<file path="config.mk">
export PLATFORM = sky130hd
export DESIGN_NAME = pld_intlv_flat
export DESIGN_NICKNAME = d
export VERILOG_FILES = /design/src/rtl/pld_intlv_if.sv /design/src/rtl/pld_intlv.sv /design/src/flat_wrapper.sv
export SDC_FILE = /design/constraint.sdc
export NUM_CORES = 1
export LEC_CHECK = 0
export BUFFER_PORTS_ARGS = -buffer_cell sky130_fd_sc_hd__buf_2
export CAP_MARGIN = 10
export CORE_UTILIZATION = 66
export DETAILED_ROUTE_END_ITERATION = 8
export PLACE_DENSITY = 0.83
export SYNTH_ARGS = -nofsm -noshare
export SYNTH_HDL_FRONTEND = slang
export SYNTH_SLANG_ARGS = --single-unit
</file>
<file path="constraint.sdc">
create_clock -name pld_clk -period 6.75 [get_ports pld_clk]
set_input_delay 2.025 -clock pld_clk [delete_from_list [all_inputs] [get_ports pld_clk]]
set_output_delay 2.025 -clock pld_clk [all_outputs]
set_load 0.1 [all_outputs]
</file>
<file path="src/rtl/pld_intlv_if.sv">
// pld_intlv_if: coded bit stream into the interleaver and interleaved bit stream out.
interface pld_intlv_if;
   logic       pld_di;
   logic       pld_di_vld;
   logic       pld_clr;
   logic       pld_do;
   logic       pld_do_vld;
   logic [3:0] pld_do_sym_num;
   modport master (output pld_di, pld_di_vld, pld_clr, input pld_do, pld_do_vld, pld_do_sym_num);
   modport slave (input pld_di, pld_di_vld, pld_clr, output pld_do, pld_do_vld, pld_do_sym_num);
endinterface

</file>
<file path="src/rtl/pld_intlv.sv">
// pld_intlv: 802.11a two-step block interleaver, ping-pong bit buffer written permuted, read in order.
module pld_intlv #(
   parameter int N_CBPS = 48,
   parameter int N_BPSC = 1
) (
   input logic        pld_clk,
   input logic        pld_rst,
   pld_intlv_if.slave bus
);
   localparam int AW = $clog2(N_CBPS);
   localparam int S = N_BPSC > 2 ? N_BPSC / 2 : 1;
   localparam logic [AW-1:0] LAST = AW'(N_CBPS - 1);
   function automatic int perm(int k);
      int i;
      i = (N_CBPS / 16) * (k % 16) + k / 16;
      return S * (i / S) + ((i + N_CBPS - (16 * i) / N_CBPS) % S);
   endfunction
   logic [AW-1:0]     lut [N_CBPS];
   logic [N_CBPS-1:0] mem [2];
   logic [AW-1:0]     wr_k, rd_ptr;
   logic [1:0]        full;
   logic              wr_bank, rd_bank, sym_inc;
   logic              wr_en, wr_last, rd_en, rd_last;
   // permutation table is built from constants only, so it folds to wiring
   genvar g;
   for (g = 0; g < N_CBPS; g++) begin : g_lut
      assign lut[g] = AW'(perm(g));
   end
   assign wr_en   = bus.pld_di_vld & ~bus.pld_clr;
   assign wr_last = wr_en & (wr_k == LAST);
   assign rd_en   = full[rd_bank];
   assign rd_last = rd_en & (rd_ptr == LAST);
   always_ff @(posedge pld_clk)
      if (wr_en) mem[wr_bank][lut[wr_k]] <= bus.pld_di;
   // writes and reads both alternate banks from 0, so the read bank is always the older full one
   always_ff @(posedge pld_clk or posedge pld_rst)
      if (pld_rst) begin
         wr_k               <= '0;
         wr_bank            <= 1'b0;
         full               <= '0;
         rd_bank            <= 1'b0;
         rd_ptr             <= '0;
         sym_inc            <= 1'b0;
         bus.pld_do         <= 1'b0;
         bus.pld_do_vld     <= 1'b0;
         bus.pld_do_sym_num <= '0;
      end else begin
         wr_k <= (bus.pld_clr | wr_last) ? '0 : wr_en ? wr_k + 1'b1 : wr_k;
         if (wr_last) wr_bank <= ~wr_bank;
         if (rd_last) full[rd_bank] <= 1'b0;
         if (wr_last) full[wr_bank] <= 1'b1;
         if (rd_en) bus.pld_do <= mem[rd_bank][rd_ptr];
         bus.pld_do_vld <= rd_en;
         rd_ptr <= rd_last ? '0 : rd_en ? rd_ptr + 1'b1 : rd_ptr;
         if (rd_last) rd_bank <= ~rd_bank;
         sym_inc <= rd_last;
         if (sym_inc) bus.pld_do_sym_num <= bus.pld_do_sym_num + 1'b1;
      end
endmodule

</file>
<file path="src/flat_wrapper.sv">
// flat-port wrapper written by rule: the top's interface ports become plain ports
module pld_intlv_flat 
#(
   parameter int N_CBPS = 48,
   parameter int N_BPSC = 1
)
  (pld_clk, pld_rst, bus_pld_di, bus_pld_di_vld, bus_pld_clr, bus_pld_do, bus_pld_do_vld, bus_pld_do_sym_num);
  pld_intlv_if bus_i ();
  input logic pld_clk;
  input logic pld_rst;
  input wire logic [$bits(bus_i.pld_di)-1:0] bus_pld_di;
  input wire logic [$bits(bus_i.pld_di_vld)-1:0] bus_pld_di_vld;
  input wire logic [$bits(bus_i.pld_clr)-1:0] bus_pld_clr;
  output wire logic [$bits(bus_i.pld_do)-1:0] bus_pld_do;
  output wire logic [$bits(bus_i.pld_do_vld)-1:0] bus_pld_do_vld;
  output wire logic [$bits(bus_i.pld_do_sym_num)-1:0] bus_pld_do_sym_num;
  assign bus_i.pld_di = bus_pld_di;
  assign bus_i.pld_di_vld = bus_pld_di_vld;
  assign bus_i.pld_clr = bus_pld_clr;
  assign bus_pld_do = bus_i.pld_do;
  assign bus_pld_do_vld = bus_i.pld_do_vld;
  assign bus_pld_do_sym_num = bus_i.pld_do_sym_num;
  pld_intlv #(.N_CBPS(N_CBPS), .N_BPSC(N_BPSC)) u_core (.pld_clk(pld_clk), .pld_rst(pld_rst), .bus(bus_i));
endmodule
</file>
==> results_dict.tcl, run 1 <==
set metrics [dict create \
    status "finished, final reports clean" \
    whs_path_depth 1 \
    ys.flop_type "edfxtp_1" \
    cts_buffer_depth 2 \
    via_per_inst 6.63 \
    post_cts_resized 0 \
    rr_endpoint "u_core.mem[0][31]" \
    async_flop_share_pct 19.3 \
    clkTransAtPathRegs_ns 0.06 \
    numPortBuffers 10 \
    hold_viol 0 \
    critPathKind "flip-flop to output port" \
    cts_sinks 119 \
    regToRegSetupSlack_ns 3.68 \
    crit_chain "buf_2" \
    path_buf_inv 1 \
    fillers 464 \
    min_path_type "flip-flop to flip-flop" \
    synth_top_area_share_pct 50.2 \
    maxCapViolCount 0 \
    synth_cells 460 \
    htreeDepth 4 \
    synthAdderAreaFrac_pct 2.40 \
    place_ws_ns 3.13 \
    cpLargestDelayFamily "buffers and inverters" \
    design_area_um2 6420 \
    max_stage_delay_ns 0.45 \
    netlist_area_um2 5740 \
    worst_path_max_delay_cell "buf_2" \
    antenna_cells 0 \
    synthXorXnorAreaFrac_pct 1.37 \
    dr.pass1.iters 5 \
    hold_buffers 0 \
    overflow 0 \
    rsz0062_at_grt "no" \
    numCtsBuffers 17 \
    required_ns 4.72 \
    ys_seq_area_share_pct 60.2 \
    grt.total_usage_pct 30.6 \
    setup_viol_count_final 0 \
    num_vias 3850 \
    synthMuxAreaShare_pct 12.9 \
    die_height_um 95.3 \
    row_count 33 \
    synth-simple-area-share_pct 13.9 \
    power.density_nw_per_um2 272 \
    drc_errors 0 \
    wl_per_cell_um 21.1 \
    antenna_found_initial 0 \
    rr_startpoint "u_core.wr_k[1]" \
    die_x_um 95.3 \
    cts_root_buf "clkbuf_8" \
    area_delta_synth_final_pct 11.7 \
    synth_compound_area_share_pct 6.34 \
    fmax_mhz 295 \
    fp.dieArea_um2 9080 \
    cp-start-kind "flip-flop" \
    grt_pass1_vias 3696 \
    post_cts_buffers 0 \
    finish.utilization_pct 77.3 \
    drv_slew 0 \
    cts_tree "yes" \
    mostFrequentLayoutCells "97 x nor2_1, 96 x edfxtp_1, 32 x nand2_1" \
    grt_max_degree 97 \
    cellLeakagePower_uw 0.00214 \
    multiInputGateArea_um2 2110 \
    grt_pass1_wl_mm 19.5 \
    nets 480 \
    postSynthAreaPerCell_um2 12.5 \
    synth_edf_count 96 \
    drive_above_1_share_pct 17.0 \
    ys_ff_latch 119 \
    synth_area_leaders "edfxtp_1 50%, dfrtp_1 10%, mux4_2 8.2%" \
    final_common_cell "nor2_1" \
    critPathCaptureType "output port" \
    peakVddDrop_uv 211 \
    drt_iter0_markers 413 \
    clk_latency_ns 0.52 \
    ys_warn_count 0 \
    hpwl_mm 7.50 \
    synth_nets 476 \
    wl_mm 12.3 \
    initial_utilization_pct 69.2 \
    clock_skew_ns 0.00722 \
    min_from "u_core.bus.pld_do_sym_num[3]" \
    core_area_um2 8300 \
    period_share_pct 50.2 \
    hold_end "u_core.bus.pld_do_sym_num[3]" \
    setup_ws_ns 3.36 \
    io_pins 11 \
    fin_crit_ns 3.39 \
    worstPathArrival_ns 1.36 \
    gp_congestion 0.829 \
    critPathMaxFanout 4 \
    ys_types 51 \
    yosysTopAreaCell "edfxtp_1" \
    tns_ns 0 \
    placed_area_um2 5830 \
    reg2reg_depth 7 \
    seq_area_um2 3460 \
    worstMarginPinSlew_ns 1.02 \
    synth_top_family_by_area "simple AND/OR/NAND/NOR gates" \
    relSlewSlack_pct 31.8 \
    ant_nets 0 \
]
[layer usage]
layer / vias to the layer above / global-route usage, % / routed length [um]
li1: 1716 / - / -
met1: 1884 / 38.4 / 4740
met2: 222 / 50.2 / 6270
met3: 28 / 7.42 / 912
met4: 0 / 14.0 / 345
met5: - / 0 / 0
[cell usage after synthesis (all sizes together), types with 3 or more instances]
master / n
buf: 12
nand4: 6
mux2: 12
o211ai: 7
mux4: 21
clkbuf: 16
o21ai: 12
nand3: 7
o2111ai: 5
mux2i: 13
nand2b: 4
xnor2: 6
xor2: 3
inv: 12
ha: 11
nor3: 23
edfxtp: 96
nor2: 97
dfrtp: 23
a21oi: 6
nor2b: 4
nand2: 32
[how the worst max path moves through the flow]
| stage | endpoint | cells after the start | from | slack, ns |
|---|---|---|---|---|
| global route | bus_pld_do_sym_num[0] | 1 | u_core.bus.pld_do_sym_num[0] | 3.31 |
| floorplan | u_core.wr_k[0] | 6 | bus_pld_clr | 3.36 |
| global placement | u_core.mem[0][25] | 5 | bus_pld_clr | 3.19 |
| CTS | bus_pld_do_sym_num[0] | 1 | u_core.bus.pld_do_sym_num[0] | 3.35 |
| detailed placement | u_core.mem[0][27] | 5 | bus_pld_clr | 3.13 |
| finish | bus_pld_do_sym_num[0] | 1 | u_core.bus.pld_do_sym_num[0] | 3.36 |
[cell families after synthesis]
| kind of cell | Yosys count |
|---|---|
| flip-flops | 119 |
| multiplexers | 46 |
| buffers and inverters | 41 |
| AND/OR/NAND/NOR | 183 |
| AO/OA/AOI/OAI | 51 |
| XOR/XNOR | 9 |
| adder cells (fa/ha/maj) | 11 |
[cell type report]
type / instances / share of cell area (%)
flip-flops and latches: 119 / 53.9
repair buffers: 13 / 1.13
clock buffers: 17 / 6.45
multi-input cells: 300 / 33.0
clock inverters: 14 / 2.75
inverters: 13 / 0.761
well taps: 105 / 2.05
[stage by stage]
| stage | instances | total power [uW] | hold WS (ns) |
|---|---|---|---|
| 2_1_floorplan | 460 | 841 | 0.461 |
| 3_5_place_dp | 550 | 856 | 0.469 |
| 3_3_place_gp | 550 | 855 | 0.455 |
| 5_1_grt | 581 | 1780 | 0.510 |
| 4_1_cts | 581 | 1740 | 0.481 |
| 6_report | 581 | 1740 | 0.476 |
[registers in the layout, summed over array words and instances, names as in the netlist]
register,count
u_core.full,2
u_core.bus.pld_do_vld,1
u_core.rd_ptr,6
u_core.sym_inc,1
u_core.mem,96
u_core.bus.pld_do_sym_num,4
u_core.wr_bank,1
u_core.bus.pld_do,1
u_core.rd_bank,1
u_core.wr_k,6
[power by group]
group | switching [uW] | internal, uW
clock network | 337 | 563
registers | 2.85 | 796
logic | 31.8 | 11.6
total | 372 | 1370
(Power assumes the default switching activity.)
==> run 2, diff against run 1 <==
- ABC_AREA: default -> 1
- CORE_UTILIZATION: 66 -> 63
- PLACE_DENSITY: 0.83 -> 0.8
- clock period: 6.75 -> 3.2 ns (I/O delays scaled with it)
==> results_dict.tcl, run 2 <==
set metrics [dict create \
    status "finished, final reports clean" \
    largest_reg_flops 96 \
    fmax_mhz 385 \
    placed_area_um2 6320 \
    synth_edf_count 96 \
    worstMarginPinSlew_ns 0.915 \
    cts_root_buf "clkbuf_8" \
    relSlewSlack_pct 38.9 \
    io_pins 11 \
    total_power_uw 3910 \
    setup_viol_count_final 0 \
    cts_sinks 119 \
    stdcell_count 810 \
    ys_types 37 \
    required_ns 3.40 \
    nets 684 \
    hold_viol 0 \
    wl_per_cell_um 17.6 \
    grt_max_degree 53 \
    post_cts_buffers 0 \
    cp-start-kind "flip-flop" \
    netlist_area_um2 6240 \
    design_area_um2 6890 \
    period_share_pct 81.2 \
    tns_ns 0 \
    drt_iter0_markers 652 \
    peakVddDrop_uv 311 \
    async_flop_share_pct 19.3 \
    worstPathArrival_ns 2.80 \
    fillers 641 \
    synth_cells 667 \
    synth.most_common_cell "nand2_1" \
    cts_buffer_depth 2 \
    cellLeakagePower_uw 0.00268 \
    synth_top_area_share_pct 46.2 \
    htreeDepth 4 \
    maxCapViolCount 0 \
    min_path_type "flip-flop to flip-flop" \
    yosysTopAreaCell "edfxtp_1" \
    drv_slew 0 \
    final_common_cell "nand2_1" \
    die_x_um 102 \
    wl_mm 14.3 \
    clkTransAtPathRegs_ns 0.06 \
    post_cts_resized 0 \
    ant_nets 0 \
    hold_buffers 0 \
    critPathCaptureType "flip-flop" \
    numPortBuffers 10 \
    overflow 0 \
    core_area_um2 9420 \
    antenna_cells 0 \
    regToRegSetupSlack_ns 0.60 \
    ys_ff_latch 119 \
    clock_skew_ns 0.00888 \
    via_per_inst 5.88 \
    ys_seq_area_share_pct 55.4 \
    num_vias 4766 \
    ys.flop_type "edfxtp_1" \
    clk_latency_ns 0.53 \
    cts_tree "yes" \
    die_height_um 102 \
    area_delta_synth_final_pct 10.4 \
    fp.dieArea_um2 10300 \
    fin_crit_ns 2.60 \
    antenna_found_initial 0 \
    critPathMaxFanout 10 \
    hpwl_mm 8.67 \
    grt_pass1_wl_mm 23.2 \
    ys_warn_count 0 \
    synth_area_leaders "edfxtp_1 46%, nand2_1 9.5%, dfrtp_1 9.2%" \
    drc_errors 0 \
    rsz0062_at_grt "no" \
    synth_nets 683 \
    postSynthAreaPerCell_um2 9.36 \
    critPathKind "flip-flop to flip-flop" \
    gp_congestion 0.890 \
    initial_utilization_pct 66.3 \
    grt.total_usage_pct 30.4 \
    numCtsBuffers 17 \
    post-place-cells 778 \
    grt_pass1_vias 4536 \
    synth_top_cells_by_count "158 x nand2_1, 96 x edfxtp_1, 62 x nor3_1" \
    power.density_nw_per_um2 568 \
    row_count 35 \
    dr.pass1.iters 5 \
    drive_above_1_share_pct 15.9 \
    mostFrequentLayoutCells "158 x nand2_1, 96 x edfxtp_1, 62 x nor3_1" \
]
-- run 2: changes by cell type in the layout (fill, tap and decap cells not counted), moves of 6 or more --
cell	before	now
nor3_1	23	62
nand3_1	7	61
a21oi_1	5	13
o211ai_1	7	1
nor2_1	97	61
nor3_2	0	21
mux2i_1	13	0
o21ai_0	12	21
mux4_2	21	0
mux2_2	12	1
nand2_1	32	158
inv_1	12	45
nand2_2	0	14
-- run 2: cell families (layout without fill, tap and decap cells) --
logic type	count (synthesis)	after routing	synth area share (%)
compound gates	39	39	3.55
xor+xnor	9	9	1.26
fa+ha+maj	11	11	2.20
buf+inv	87	101	6.13
flops	119	119	55.4
mux	1	1	0.180
simple gates	401	401	31.3
-- run 2: final timing paths --
| check | depth (start not counted) | to | start |
|---|---|---|---|
| max reg2reg | 9 | u_core.mem[1][23] | u_core.wr_k[1] |
| min reg2reg | 1 | u_core.bus.pld_do_sym_num[3] | u_core.bus.pld_do_sym_num[3] |
| min in group asynchronous | 2 | u_core.full[1] | pld_rst |
| min | 1 | u_core.bus.pld_do_sym_num[3] | u_core.bus.pld_do_sym_num[3] |
| max | 9 | u_core.mem[1][23] | u_core.wr_k[1] |
| max in group asynchronous | 2 | u_core.wr_bank | pld_rst |
-- run 2: cell type report --
class                      instances  area [um2]  area share (%)
clock inverter                    11        95.1            1.38
clock buffer                      21         472            6.85
multi-input combinational        461        2400            34.8
tap                              129         161            2.34
sequential                       119        3460            50.2
timing repair buffer              18         110            1.60
inverter                          51         191            2.78
-- run 2: worst max-delay path, stage by stage, from the launching register on --
cell     delay [ns]
dfrtp_1        0.46
inv_1          0.16
ha_1           0.34
inv_1          0.07
o21ai_0        0.16
and2_1         0.26
inv_1          0.12
nor2_2         0.22
nand2_2        0.21
nor3_1         0.26
-- run 2: per-stage QoR --
stage	util [%]	hold WS (ns)	setup slack, ns
after floorplan	-	0.470	0.999
after global placement	67.2	0.460	0.841
after detailed placement	67.2	0.461	0.656
after CTS	73.2	0.473	0.627
after global routing	73.2	0.486	0.404
final	73.2	0.468	0.603
-- run 2: metal layers --
layer  part of all wire (%)  wire length, um  up-vias  track usage [%]
li1                       -                -     2248                -
met1                     40             5650     2227             39.6
met2                     49             6980      262             48.2
met3                     10             1420       29             9.04
met4                    1.7              237        0             11.6
met5                      0                0        -                0
-- run 2: where the power goes --
group / leakage (uW) / switching [uW] / internal (uW) / total (uW)
Combinational: 0.00124 / 295 / 95.2 / 391
Sequential: 0.00115 / 18.8 / 1690 / 1710
Clock: 0.000282 / 692 / 1120 / 1810
==> run 3, diff against run 2 <==
- ABC_AREA: 1 -> 0
- clock period: 3.2 -> 2.6 ns (I/O delays scaled with it)
==> results_dict.tcl, run 3 (synthesis results as in run 1) <==
set metrics [dict create \
    fmax_mhz 394 \
    via_per_inst 6.46 \
    status "finished, final reports clean" \
    fp.dieArea_um2 9500 \
    antenna_cells 0 \
    die_x_um 97.5 \
    fin_crit_ns 2.53 \
    hold_buffers 0 \
    cts_root_buf "clkbuf_8" \
    nets 509 \
    crit_chain "inv_1 -> buf_4 -> ha_1 -> mux2_2 -> mux4_2 -> nor2_2 -> nand2_1 -> buf_4 -> nor2_1" \
    io_pins 11 \
    cp-start-kind "flip-flop" \
    total_power_uw 4460 \
    critPathCaptureType "flip-flop" \
    power.density_nw_per_um2 666 \
    worstPathArrival_ns 2.75 \
    row_count 34 \
    area_delta_synth_final_pct 16.8 \
    num_vias 3967 \
    p_int_uw 3520 \
    p_sw_share_pct 21.1 \
    cts_tree "yes" \
    grt_max_degree 97 \
    post-place-cells 581 \
    required_ns 2.82 \
    period_share_pct 97.5 \
    hold_viol 0 \
    htreeDepth 4 \
    core_area_um2 8760 \
    maxCapViolCount 0 \
    wl_per_cell_um 20.9 \
    wl_mm 12.8 \
    grt_pass1_wl_mm 20.7 \
    gp_congestion 0.828 \
    drv_slew 0 \
    peakVddDrop_uv 449 \
    numCtsBuffers 17 \
    critPathMaxFanout 10 \
    numPortBuffers 10 \
    seqPwrFrac_pct 46.4 \
    cellLeakagePower_uw 0.00230 \
    worstMarginPinSlew_ns 0.772 \
    clk_latency_ns 0.51 \
    stdcell_count 614 \
    combPwrFrac_pct 3.3 \
    drt_iter0_markers 364 \
    drc_errors 0 \
    rr_startpoint "u_core.wr_k[0]" \
    drive_above_1_share_pct 23.9 \
    grt.total_usage_pct 29.1 \
    grt_pass1_vias 3977 \
    startpoint "u_core.wr_k[0]" \
    final_common_cell "edfxtp_1" \
    crit_top_cell "buf_4" \
    overflow 0 \
    die_height_um 97.5 \
    clkTransAtPathRegs_ns 0.06 \
    crit_cells 9 \
    initial_utilization_pct 65.5 \
    clkPwrFrac_pct 50.3 \
    antenna_found_initial 0 \
    relSlewSlack_pct 48.5 \
    ant_nets 0 \
    reg2reg_depth 9 \
    switchingPower_uw 941 \
    max_stage_delay_ns 0.51 \
    setup_ws_ns 0.0651 \
    worst_path_max_delay_cell "mux4_2" \
    largest_reg_flops 96 \
    min_path_type "input pin to async pin" \
    cts_sinks 119 \
    cpLargestDelayFamily "multiplexers" \
    cts_buffer_depth 2 \
    place_ws_ns 0.0336 \
    clock_skew_ns 0.00538 \
    setup_viol_count_final 0 \
    mostFrequentLayoutCells "96 x edfxtp_1, 91 x nor2_1, 32 x nand2_1" \
    path_buf_inv 3 \
    hpwl_mm 7.98 \
    critPathKind "flip-flop to flip-flop" \
    dr.pass1.iters 6 \
]
[run 3: cell count changes in the layout (fill, tap and decap cells not counted), moves of 21 or more]
cell     before  now
inv_1        45   11
nor3_1       62   22
mux4_2        0   21
nand2_1     158   32
nand3_1      61    6
nor2_1       61   91
[run 3: path summary, 6_finish.rpt]
kind                                           endpoint  slack, ns
min reg2reg                u_core.bus.pld_do_sym_num[3]       0.50
max in group asynchronous                u_core.wr_k[1]       2.04
max                                   u_core.mem[0][10]       0.07
min                        u_core.bus.pld_do_sym_num[0]       0.30
min in group pld_clk       u_core.bus.pld_do_sym_num[3]       0.50
max reg2reg                           u_core.mem[0][10]       0.07
[run 3: power groups by stage]
stage	clock network, uW	registers [uW]	logic (uW)
4_1_cts	2260	2070	139
6_report	2240	2070	148
3_3_place_gp	0	2110	130
3_5_place_dp	0	2110	135
5_1_grt	2350	2070	160
2_1_floorplan	0	2110	68.9
[run 3: layer usage]
layer,part of all wire [%],track usage (%)
met5,0,0
met4,2.0,11.2
met3,7.3,7.05
met2,51,47.3
met1,39,38.3
[run 3: layout make-up]
class / count / area (um2)
Clock buffer: 22 / 485
Clock inverter: 10 / 90.1
Fill cell: 503 / 2060
Inverter: 13 / 48.8
Multi-Input combinational cell: 300 / 2150
Sequential cell: 119 / 3460
Tap cell: 108 / 135
Timing Repair Buffer: 42 / 339
[run 3: metrics by stage]
stage          hold slack (ns)  TNS [ns]  area (um2)  util [%]
3_3_place_gp             0.456         0        6080      69.3
5_1_grt                  0.318    -0.186        6700      76.5
6_report                 0.300         0        6700      76.5
2_1_floorplan            0.461         0        5740         -
3_5_place_dp             0.493         0        6080      69.3
4_1_cts                  0.297         0        6660      76.0
[run 3: what timing repair did]
action,CTS,global route
endpoints found under the setup margin,4,85
pin swaps,0,0
gates resized for setup,2,12
buffers inserted,0,1
[run 3: tightest hold or removal path, stage by stage]
cell,delay (ns)
buf_2,0.09
inv_1,0.04
buf_4,0.30
